<file path="src/rtl/miner_pkg.sv">
// Shared definitions for the miner job-control slice: widths, scheduler
// state encoding, result entry layout and a saturating counter helper.
package miner_pkg;

    localparam int NONCE_W = 32;
    localparam int X_W     = 256;
    localparam int Y_W     = 96;
    localparam int ENTRY_W = NONCE_W + 1;

    // Scheduler states; values are visible on the state output port.
    localparam logic [1:0] STATE_IDLE  = 2'd0;
    localparam logic [1:0] STATE_RUN   = 2'd1;
    localparam logic [1:0] STATE_DRAIN = 2'd2;
    localparam logic [1:0] STATE_DONE  = 2'd3;

    typedef enum logic [1:0] {
        ST_IDLE  = STATE_IDLE,
        ST_RUN   = STATE_RUN,
        ST_DRAIN = STATE_DRAIN,
        ST_DONE  = STATE_DONE
    } sched_state_t;

    // One result FIFO entry: last=1 marks the end-of-job marker.
    typedef struct packed {
        logic               last;
        logic [NONCE_W-1:0] nonce;
    } res_entry_t;

    // 8-bit add that sticks at 255 instead of wrapping.
    function automatic logic [7:0] sat_add8(input logic [7:0] a, input logic [7:0] b);
        logic [8:0] sum;
        sum = {1'b0, a} + {1'b0, b};
        return sum[8] ? 8'hFF : sum[7:0];
    endfunction

endpackage

</file>
<file path="src/rtl/result_fifo.sv">
// Small synchronous FIFO for scheduler results. The head entry is presented
// combinationally on dout; flush empties it in one cycle and wins over
// push/pop. A push to a full FIFO succeeds only if a pop happens in the
// same cycle (pop is processed first).
module result_fifo #(
    parameter int WIDTH = 33,
    parameter int DEPTH = 4
) (
    input  logic             clk,
    input  logic             rst_n,
    input  logic             flush,
    input  logic             push,
    input  logic [WIDTH-1:0] din,
    input  logic             pop,
    output logic [WIDTH-1:0] dout,
    output logic             full,
    output logic             empty
);

    localparam int AW = (DEPTH > 1) ? $clog2(DEPTH) : 1;

    logic [WIDTH-1:0] mem [DEPTH];
    logic [AW-1:0]    rd_ptr;
    logic [AW-1:0]    wr_ptr;
    logic [AW:0]      count;
    logic             pop_ok;
    logic             push_ok;

    assign empty   = (count == '0);
    assign full    = (count == (AW+1)'(DEPTH));
    assign pop_ok  = pop && !empty;
    assign push_ok = push && (!full || pop_ok);
    assign dout    = mem[rd_ptr];

    // Storage and pointers; storage is cleared on reset so the head reads zero.
    always_ff @(posedge clk or negedge rst_n) begin
        if (!rst_n) begin
            rd_ptr <= '0;
            wr_ptr <= '0;
            count  <= '0;
            for (int i = 0; i < DEPTH; i++) begin
                mem[i] <= '0;
            end
        end else if (flush) begin
            rd_ptr <= '0;
            wr_ptr <= '0;
            count  <= '0;
        end else begin
            if (push_ok) begin
                mem[wr_ptr] <= din;
                wr_ptr      <= wr_ptr + AW'(1);
            end
            if (pop_ok) begin
                rd_ptr <= rd_ptr + AW'(1);
            end
            case ({push_ok, pop_ok})
                2'b10:   count <= count + (AW+1)'(1);
                2'b01:   count <= count - (AW+1)'(1);
                default: count <= count;
            endcase
        end
    end

endmodule

</file>
<file path="src/rtl/nonce_scheduler.sv">
// Job controller for the dsha_finisher core array: latches a work unit,
// steps the shared nonce across its range, collects hits into a result
// FIFO and closes each job with a drain period and an end-of-job marker.
module nonce_scheduler
    import miner_pkg::*;
#(
    parameter int NUM_COPIES   = 4,
    parameter int FIFO_DEPTH   = 4,
    parameter int DRAIN_CYCLES = 160
) (
    input  logic                          clk,
    input  logic                          rst_n,
    input  logic                          work_valid,
    input  logic [X_W-1:0]                work_X,
    input  logic [Y_W-1:0]                work_Y,
    input  logic [NONCE_W-1:0]            work_start,
    input  logic [NONCE_W-1:0]            work_end,
    output logic                          work_ack,
    output logic [X_W-1:0]                core_X,
    output logic [Y_W-1:0]                core_Y,
    output logic [NONCE_W-1:0]            core_nonce,
    input  logic [NUM_COPIES-1:0]         core_accepted,
    input  logic [NUM_COPIES-1:0]         core_success,
    input  logic [NONCE_W*NUM_COPIES-1:0] core_out_nonce,
    output logic                          res_valid,
    output logic [NONCE_W-1:0]            res_nonce,
    output logic                          res_last,
    input  logic                          res_ready,
    output logic [1:0]                    state,
    output logic [7:0]                    lost_cnt
);

    localparam int DCNT_W = (DRAIN_CYCLES > 1) ? $clog2(DRAIN_CYCLES) : 1;

    sched_state_t       state_q;
    logic [NONCE_W-1:0] job_start;
    logic [NONCE_W-1:0] job_end;
    logic [DCNT_W-1:0]  drain_cnt;
    logic               work_valid_q;
    logic               new_job;

    logic               hit_found;
    logic [NONCE_W-1:0] hit_nonce;
    logic [7:0]         extra_hits;
    logic               collect;
    logic               push_hit;
    logic               push_mark;
    logic               fifo_push;
    res_entry_t         fifo_din;
    res_entry_t         fifo_head;
    logic               fifo_full;
    logic               fifo_empty;
    logic               fifo_flush;
    logic               pop;
    logic               room;
    logic               drop;
    logic [7:0]         lost_inc;

    // A new job is taken on the rising edge of work_valid, so either a
    // one-cycle pulse or a held level starts exactly one job.
    assign new_job = work_valid && !work_valid_q;

    // Result handshake: an entry transfers on any cycle where res_valid and
    // res_ready are both high; while res_valid is high and res_ready is low
    // the head entry (res_nonce/res_last) is held unchanged.
    assign res_valid = !fifo_empty;
    assign res_nonce = fifo_head.nonce;
    assign res_last  = fifo_head.last;
    assign pop       = res_valid && res_ready;
    assign room      = !fifo_full || pop;
    assign state     = state_q;

    // Range-filter this cycle's hits and pick the lowest in-range core.
    always_comb begin
        logic [NONCE_W-1:0] cand;
        hit_found  = 1'b0;
        hit_nonce  = '0;
        extra_hits = '0;
        cand       = '0;
        for (int i = 0; i < NUM_COPIES; i++) begin
            cand = core_out_nonce[NONCE_W*i +: NONCE_W];
            if (core_success[i] && cand >= job_start && cand <= job_end) begin
                if (!hit_found) begin
                    hit_found = 1'b1;
                    hit_nonce = cand;
                end else begin
                    extra_hits = extra_hits + 8'd1;
                end
            end
        end
    end

    // Hits count only while a job is active; the preempt cycle is skipped
    // because its hits belong to the job being thrown away.
    assign collect    = (state_q == ST_RUN || state_q == ST_DRAIN) && !new_job;
    assign push_hit   = collect && hit_found;
    assign push_mark  = (state_q == ST_DONE) && !new_job;
    assign fifo_push  = push_hit || push_mark;
    assign fifo_din   = push_mark ? '{last: 1'b1, nonce: job_end}
                                  : '{last: 1'b0, nonce: hit_nonce};
    assign fifo_flush = new_job && (state_q != ST_IDLE);
    assign drop       = push_hit && !room;
    assign lost_inc   = (collect ? extra_hits : 8'd0) + {7'd0, drop};

    // Job sequencing: latch, nonce stepping, drain countdown, marker push.
    always_ff @(posedge clk or negedge rst_n) begin
        if (!rst_n) begin
            state_q      <= ST_IDLE;
            core_X       <= '0;
            core_Y       <= '0;
            core_nonce   <= '0;
            job_start    <= '0;
            job_end      <= '0;
            drain_cnt    <= '0;
            work_ack     <= 1'b0;
            work_valid_q <= 1'b0;
        end else begin
            work_valid_q <= work_valid;
            if (new_job) begin
                core_X     <= work_X;
                core_Y     <= work_Y;
                core_nonce <= work_start;
                job_start  <= work_start;
                job_end    <= work_end;
                work_ack   <= 1'b1;
                state_q    <= (work_start > work_end) ? ST_DONE : ST_RUN;
            end else begin
                work_ack <= 1'b0;
                case (state_q)
                    ST_RUN: begin
                        if (|core_accepted) begin
                            if (core_nonce == job_end) begin
                                state_q   <= ST_DRAIN;
                                drain_cnt <= DCNT_W'(DRAIN_CYCLES - 1);
                            end else begin
                                core_nonce <= core_nonce + 32'd1;
                            end
                        end
                    end
                    ST_DRAIN: begin
                        if (drain_cnt == '0) begin
                            state_q <= ST_DONE;
                        end else begin
                            drain_cnt <= drain_cnt - DCNT_W'(1);
                        end
                    end
                    ST_DONE: begin
                        if (room) begin
                            state_q <= ST_IDLE;
                        end
                    end
                    default: begin
                        state_q <= ST_IDLE;
                    end
                endcase
            end
        end
    end

    // Dropped-hit counter; saturates and clears only on reset.
    always_ff @(posedge clk or negedge rst_n) begin
        if (!rst_n) begin
            lost_cnt <= '0;
        end else begin
            lost_cnt <= sat_add8(lost_cnt, lost_inc);
        end
    end

    result_fifo #(
        .WIDTH (ENTRY_W),
        .DEPTH (FIFO_DEPTH)
    ) u_result_fifo (
        .clk   (clk),
        .rst_n (rst_n),
        .flush (fifo_flush),
        .push  (fifo_push),
        .din   (fifo_din),
        .pop   (pop),
        .dout  (fifo_head),
        .full  (fifo_full),
        .empty (fifo_empty)
    );

endmodule

</file>
<file path="config.mk">
export PLATFORM = sky130hd
export DESIGN_NAME = nonce_scheduler
export DESIGN_NICKNAME = d
export VERILOG_FILES = /design/src/rtl/miner_pkg.sv /design/src/rtl/result_fifo.sv /design/src/rtl/nonce_scheduler.sv
export SDC_FILE = /design/constraint.sdc
export NUM_CORES = 2
export LEC_CHECK = 0
export CELL_PAD_IN_SITES_DETAIL_PLACEMENT = 0
export CELL_PAD_IN_SITES_GLOBAL_PLACEMENT = 1
export CORE_AREA = 2 2 381 383
export DETAILED_ROUTE_END_ITERATION = 8
export DIE_AREA = 0 0 383 385
export PLACE_DENSITY = 0.67
export SLEW_MARGIN = 20
export SYNTH_ARGS = -nofsm -noshare
export SYNTH_HDL_FRONTEND = slang
export SYNTH_SLANG_ARGS = --single-unit
</file>
<file path="constraint.sdc">
create_clock -name clk -period 15.72 [get_ports clk]
set_clock_uncertainty 0.2 [all_clocks]
set_input_delay 3.144 -clock clk [delete_from_list [all_inputs] [get_ports clk]]
set_output_delay 3.144 -clock clk [all_outputs]
set_load 0.01 [all_outputs]
</file>
## Word-level counts from Yosys, hierarchy flattened

Index checks and enable logic that the tools add are counted.

| word-level totals | value |
|---|---|
| flip-flop bits (word level) | 607 |
| logic and storage cells | 147 |
| output and inout port bits | 429 |

| cells by class | value |
|---|---|
| bitwise gates (word level) | 4 |
| multiplexer cells | 48 |
| add/subtract/negate cells | 10 |
| magnitude comparators | 12 |
| equal/unequal tests | 15 |
| reduce and logical (&&, ||, !) cells | 41 |

Operator list:

| operator | count |
|---|---|
| 32-bit two-way mux | 11 |
| 132-bit bitwise mux | 1 |
| 33-bit two-way mux | 4 |
| 32-bit >= comparator | 4 |
| 32-bit <= comparator | 4 |
| 8-bit two-way mux | 9 |
| 33-bit binary-select mux with 2-bit select | 1 |
| 33-bit demux with 2-bit select | 1 |
| 32-bit by 1-bit adder with 32-bit output (second input constant) | 1 |
| 32-bit == test | 1 |
| 32-bit > comparator | 1 |
| 2-bit two-way mux | 10 |
| 1-bit logical AND | 18 |
| 8-bit by 1-bit adder with 8-bit output (second input constant) | 2 |
| 8-bit one-hot mux with 2 select lines | 1 |
| 2-bit nonzero test | 6 |
| 8-bit by 8-bit adder with 9-bit output | 1 |
| 3-bit by 2-bit != test with 1-bit output (second input constant) | 3 |
| 8-bit by 1-bit adder with 8-bit output | 1 |
| 8-bit logical NOT | 1 |
| 8-bit by 1-bit subtractor with 8-bit output (second input constant) | 1 |
| 1-bit two-way mux | 7 |
| 2-bit == test (second input constant) | 3 |
| 3-bit >= comparator (second input constant) | 2 |
| other kinds (23) | 36 |

## Logic depth before layout (Yosys ltp)

| depth | value |
|---|---|
| depth in word-level cells | 16 |
| gate-level depth with buffers | 23 |
| mapped depth without buffers | 22 |

## Hierarchy

A second synthesis with hierarchy kept.

| unflattened totals | value |
|---|---|
| cell total of the unflattened synthesis | 3,421 |
| area, all modules | 33,591.0 um^2 |

By module, submodules not included:

| module | cells an instance | area an instance (um^2) | instances | sequential area each (um^2) |
|---|---|---|---|---|
| nonce_scheduler | 3,037 | 26,695.6 | 1 | 11,711.2 |
| result_fifo | 384 | 6,895.4 | 1 | 3,478.3 |

## Worst setup path after synthesis

Ideal clock, no wire load.

| timing | value |
|---|---|
| path type | in2reg |
| start | input port core_out_nonce[58] |
| end | register lost_cnt[3] |
| path slack | 8.011 ns |
| arrival | 7.376 ns |
| required time | 15.387 ns |
| setup time | 0.133 ns |
| stages on the path | 18 |
| cells stage by stage | ha_1 > nand2_1 > nor3_1 > nand4_1 > or4_1 > a22oi_1 > clkbuf_1 > inv_1 > fa_1 > a211oi_1 > ha_1 > ha_1 > fa_1 > a21o_1 > a21oi_1 > nor2b_1 > nand4_1 > o21ai_0 |

| on the way | value |
|---|---|
| longest elaborated chain between the ends | 14 |
| elaborated cells between the ends (all ways) | 20 |
| those cells by class | 4 x add/sub; 2 x order compare; 10 x mux; 4 x reduce/logical |

RTL lines:

| element | line | RTL |
|---|---|---|
| from (decl) | nonce_scheduler.sv:24 | `input logic [NONCE_W*NUM_COPIES-1:0] core_out_nonce,` |
| 32-bit >= comparator | nonce_scheduler.sv:82 | `if (core_success[i] && cand >= job_start && cand <= job_end) begin` |
| 1-bit logical AND | nonce_scheduler.sv:82 |  |
| 1-bit logical AND * | nonce_scheduler.sv:82 |  |
| 1-bit two-way mux | nonce_scheduler.sv:82 |  |
| 8-bit by 1-bit adder with 8-bit output | nonce_scheduler.sv:87 | `extra_hits = extra_hits + 8'd1;` |
| 8-bit two-way mux | nonce_scheduler.sv:83 | `if (!hit_found) begin` |
| 8-bit two-way mux | nonce_scheduler.sv:82 |  |
| 8-bit by 1-bit adder with 8-bit output | nonce_scheduler.sv:87 |  |
| 8-bit two-way mux | nonce_scheduler.sv:83 |  |
| 8-bit two-way mux | nonce_scheduler.sv:82 |  |
| 8-bit two-way mux | nonce_scheduler.sv:103 | `assign lost_inc = (collect ? extra_hits : 8'd0) + {7'd0, drop};` |
| 8-bit by 1-bit adder with 8-bit output * | nonce_scheduler.sv:103 |  |
| 8-bit by 8-bit adder with 9-bit output * | miner_pkg.sv:32 | `sum = {1'b0, a} + {1'b0, b};` |
| 8-bit two-way mux * | miner_pkg.sv:33 | `return sum[8] ? 8'hFF : sum[7:0];` |
| to (signal assigned) | nonce_scheduler.sv:165 | `lost_cnt <= sat_add8(lost_cnt, lost_inc);` |
| to (decl) | nonce_scheduler.sv:30 | `output logic [7:0] lost_cnt` |

Mark *: on every way between the ends. The rest lies on a longest branch, timed or not.
A chain may end at the register's enable or synchronous reset.

## Worst setup path after layout

| timing | value |
|---|---|
| start | input port core_out_nonce[77] |
| end | register lost_cnt[3] |

| on the way | value |
|---|---|
| longest elaborated chain between the ends | 11 |
| elaborated cells between the ends (all ways) | 16 |
| those cells by class | 3 x add/sub; 2 x order compare; 7 x mux; 4 x reduce/logical |

RTL lines:

| element | line |
|---|---|
| 32-bit >= comparator | nonce_scheduler.sv:82 |
| 1-bit logical AND | nonce_scheduler.sv:82 |
| 1-bit logical AND * | nonce_scheduler.sv:82 |
| 8-bit two-way mux | nonce_scheduler.sv:82 |
| 8-bit by 1-bit adder with 8-bit output | nonce_scheduler.sv:87 |
| 8-bit two-way mux | nonce_scheduler.sv:83 |
| 8-bit two-way mux | nonce_scheduler.sv:82 |
| 8-bit two-way mux | nonce_scheduler.sv:103 |
| 8-bit by 1-bit adder with 8-bit output * | nonce_scheduler.sv:103 |
| 8-bit by 8-bit adder with 9-bit output * | miner_pkg.sv:32 |
| 8-bit two-way mux * | miner_pkg.sv:33 |

Marks and branches as above.

==> impl_metrics.yaml <==
detailed_routing:
  first_pass_iters: 6
  avgViaCountPerCell: 4.771
  wl_per_cell_um: 29.03
  routed_wl_um: 184700
  ant_nets: 0
  via_count: 30350
  drc: 0
  first_iter_violations: 2351
layout:
  drive_gt1_share_pct: 5.544
  area_growth_pct: 44.84
  final_area_um2: 47370
  fin_nets: 5228
  fin_cells: 6362
clocking:
  cts_buffer_depth: 3
  cts_root_buf: "clkbuf_16"
  path_clk_slew_ns: 0.06
  postCtsSetupBuffers: 0
  h-tree-depth: 3
  cts_inserted_buffers: 80
  clock-sinks: 607
  cts_tree: "built"
  holdBufCountCts: 0
  ctsResizeCount: 0
  clk_latency_ns: 0.68
synthesis:
  syn_area_um2: 32700
  yosys_warnings: 0
  syn-num-nets: 4286
  syn_inst: 3419
  synth_ff_type: "dfrtp_1"
  syn_area_per_cell_um2: 9.565
  synth_edf_count: 0
  synth_cell_types: 78
  async_flop_share_pct: 100.0
  synth_seq_cells: 607
  ys_seq_area_share_pct: 46.45
critical_path:
  cp.arrival_ns: 9.39
  max_stage_delay_ns: 0.99
  crit_top_cell: "ha_1"
  crit_required_ns: 16.06
  critPathCaptureType: "flop"
  crit_fanout: 37
  startpoint_type: "input port"
  slowest_stage: "nor4_2"
  worstPathCellList: "clkdlybuf4s50_1 > ha_1 > nand4_2 > nor4_2 > or4b_1 > o21ai_1 > o211a_4 > inv_2 > fa_1 > a211oi_1 > ha_1 > ha_1 > fa_1 > a21o_1 > a21oi_1 > nor2b_1 > nand4_1 > o21ai_0"
  worst-setup-path-type: "input port to flop"
die:
  die_area_um2: 147500
  core_um2: 143100
  ios: 985
  start_util_pct: 22.85
  die_w_um: 383
  die_h_um: 385
  rows: 139
job:
  drv_cap: 0
global_route:
  grt.total_usage_pct: 24.43
  gr-total-overflow: 0
  grt_pass1_vias: 30620
  grt_start_max_net_pins: 162
  grt_pass1_wl_um: 250500
  antenna_found_initial: 105
pwr:
  leakage_nw: 21.73
  power.total_mw: 6.124
  peakVddDrop_v: 0.0001011
  p_per_area_nw_per_um2: 129.3
sta:
  fmax_mhz: 110.6
  rsz0062_at_grt: "no"
  setup_violations: 0
  max_slew_margin_pct: 22.03
  fin_crit_sh_pct: 57.54
  hold_viol: 0
  final_max_slew_viol_count: 0
  period_needed_ns: 9.045
  tns_ns: 0
  worst_pin_slew_ns: 1.159
placed_design:
  dpl.hpwl_um: 148300
  placedCellCount: 6182
  placed_area_um2: 44620
  gp_congestion: 0.9783
  portBuffers: 984
worst_hold_path:
  hp-class: "flop to flop"
outcome:
  outcome: "completed"
-- sequential cells by signal, indices dropped and copies added (netlist names), 2 cells and up --
| register | flops |
|---|---|
| core_X | 256 |
| u_result_fifo.mem | 132 |
| core_Y | 96 |
| core_nonce | 32 |
| job_end | 32 |
| job_start | 32 |
| drain_cnt | 8 |
| lost_cnt | 8 |
| u_result_fifo.count | 3 |
| state | 2 |
| u_result_fifo.rd_ptr | 2 |
| u_result_fifo.wr_ptr | 2 |
-- cell usage in the layout (no fill, tap or decap), types with 5 or more instances in the layout --
cell             count
o31ai_1              8
mux4_2              33
nand4_1             51
and3_1              12
bufinv_16            5
xor2_1              47
a311oi_1            32
clkdlybuf4s50_1    983
o21ai_1              7
nor4_1              21
o21ai_0            131
a221oi_1             6
nor2_1              46
a21o_1              35
and2_1              10
inv_1              118
ha_1               308
o21a_1              13
a211oi_1            16
nand3_1             36
o211ai_1            12
and4_1              46
o32ai_2             29
dfrtp_1            606
diode_2             40
nor2b_1             16
buf_4               27
nor3_1              82
clkbuf_16           81
clkinv_2            12
nand2_1           1198
a21oi_1             96
clkbuf_1            12
a221o_1              5
clkinvlp_4           6
nand2b_1            10
clkbuf_8            13
mux2_1             128
xnor2_1             26
-- cell usage after synthesis (4+ instances only) --
cell type  number  area share (%)
nand2_1      1200              14
dfrtp_1       607              46
ha_1          308              12
o21ai_0       131             2.0
clkbuf_1      130             1.5
mux2_1        128             4.4
inv_1         119             1.4
a21oi_1        97             1.5
nor3_1         82             1.3
nand4_1        51            0.98
xor2_1         47             1.3
and4_1         46             1.2
nor2_1         46            0.53
nand3_1        36            0.55
a21o_1         35            0.80
mux4_2         33             2.3
a311oi_1       32            0.86
o32ai_2        29             1.4
xnor2_1        26            0.70
nor4_1         21            0.40
a211oi_1       17            0.39
nor2b_1        16            0.31
o21a_1         13            0.30
and3_1         12            0.23
buf_2          12            0.18
o211ai_1       12            0.28
nand2b_1       11            0.21
and2_1         10            0.19
buf_1           8           0.092
o31ai_1         8            0.18
o21ai_1         7            0.11
a221oi_1        6            0.16
a221o_1         5            0.15
a22o_1          4            0.11
a31oi_1         4           0.077
nor3b_1         4           0.092
-- routing by layer --
layer	share of wire (%)	vias up	global-route usage [%]
met5	0.12	-	0
met4	3.9	34	8.749
met3	11	358	11.02
met2	47	1327	40.35
met1	38	14960	27.75
li1	-	13680	-
-- worst max-delay path: cells and delay by family --
family          cells  cell delay (ns)
fa+ha+maj           5             1.93
compound gates      6             1.40
buf+inv             2             0.90
simple gates        5             2.00
-- power breakdown --
group / internal [mW] / switching [mW]
sequential: 1.88 / 0.235
clock: 1.09 / 0.791
combinational: 0.985 / 1.14
total: 3.96 / 2.17
-- worst paths after layout --
kind	start	slack, ns	cells after the start	to
max in group asynchronous	rst_n	10.26	4	core_Y[54]
worst min register to register	core_X[39]	0.27	2	core_X[39]
worst max-delay path	core_out_nonce[77]	6.68	18	lost_cnt[3]
worst max register to register	job_end[15]	9.03	18	lost_cnt[3]
min in group asynchronous	rst_n	2.27	1	u_result_fifo.mem[128]
worst min-delay path	core_X[39]	0.27	2	core_X[39]
-- final cells by class --
type / count / area, um2
tap: 1903 / 2381
clock inverter: 34 / 395.4
inverter: 122 / 465.4
antenna: 40 / 100.1
clock buffer: 106 / 2251
timing repair buffer: 1013 / 10100
sequential: 607 / 15190
fill: 14790 / 95770
multi-input combinational: 2537 / 16480
-- stage by stage --
stage	setup WS, ns	hold slack [ns]	utilization, %
after floorplan	8.011	0.2587	-
after global placement	4.925	0.2574	31.16
after detailed placement	6.062	0.2609	31.17
after CTS	6.803	0.2760	33.02
after global routing	6.476	0.2900	33.05
final	6.675	0.2712	33.09
-- logic make-up (layout without fill, tap and decap cells) --
logic type / after synthesis / after routing / synth area share (%)
DFF: 607 / 607 / 46.45
adders and majority gates: 311 / 311 / 11.97
xor gates and xnor gates: 73 / 73 / 1.955
other: 0 / 40 / 0
and+or+nand+nor: 1554 / 1554 / 20.21
buffers and inverters: 275 / 1275 / 3.271
muxes: 165 / 165 / 6.806
AOI/OAI and AO/OA: 434 / 434 / 9.343
Power figures use the tool's default switching activity.
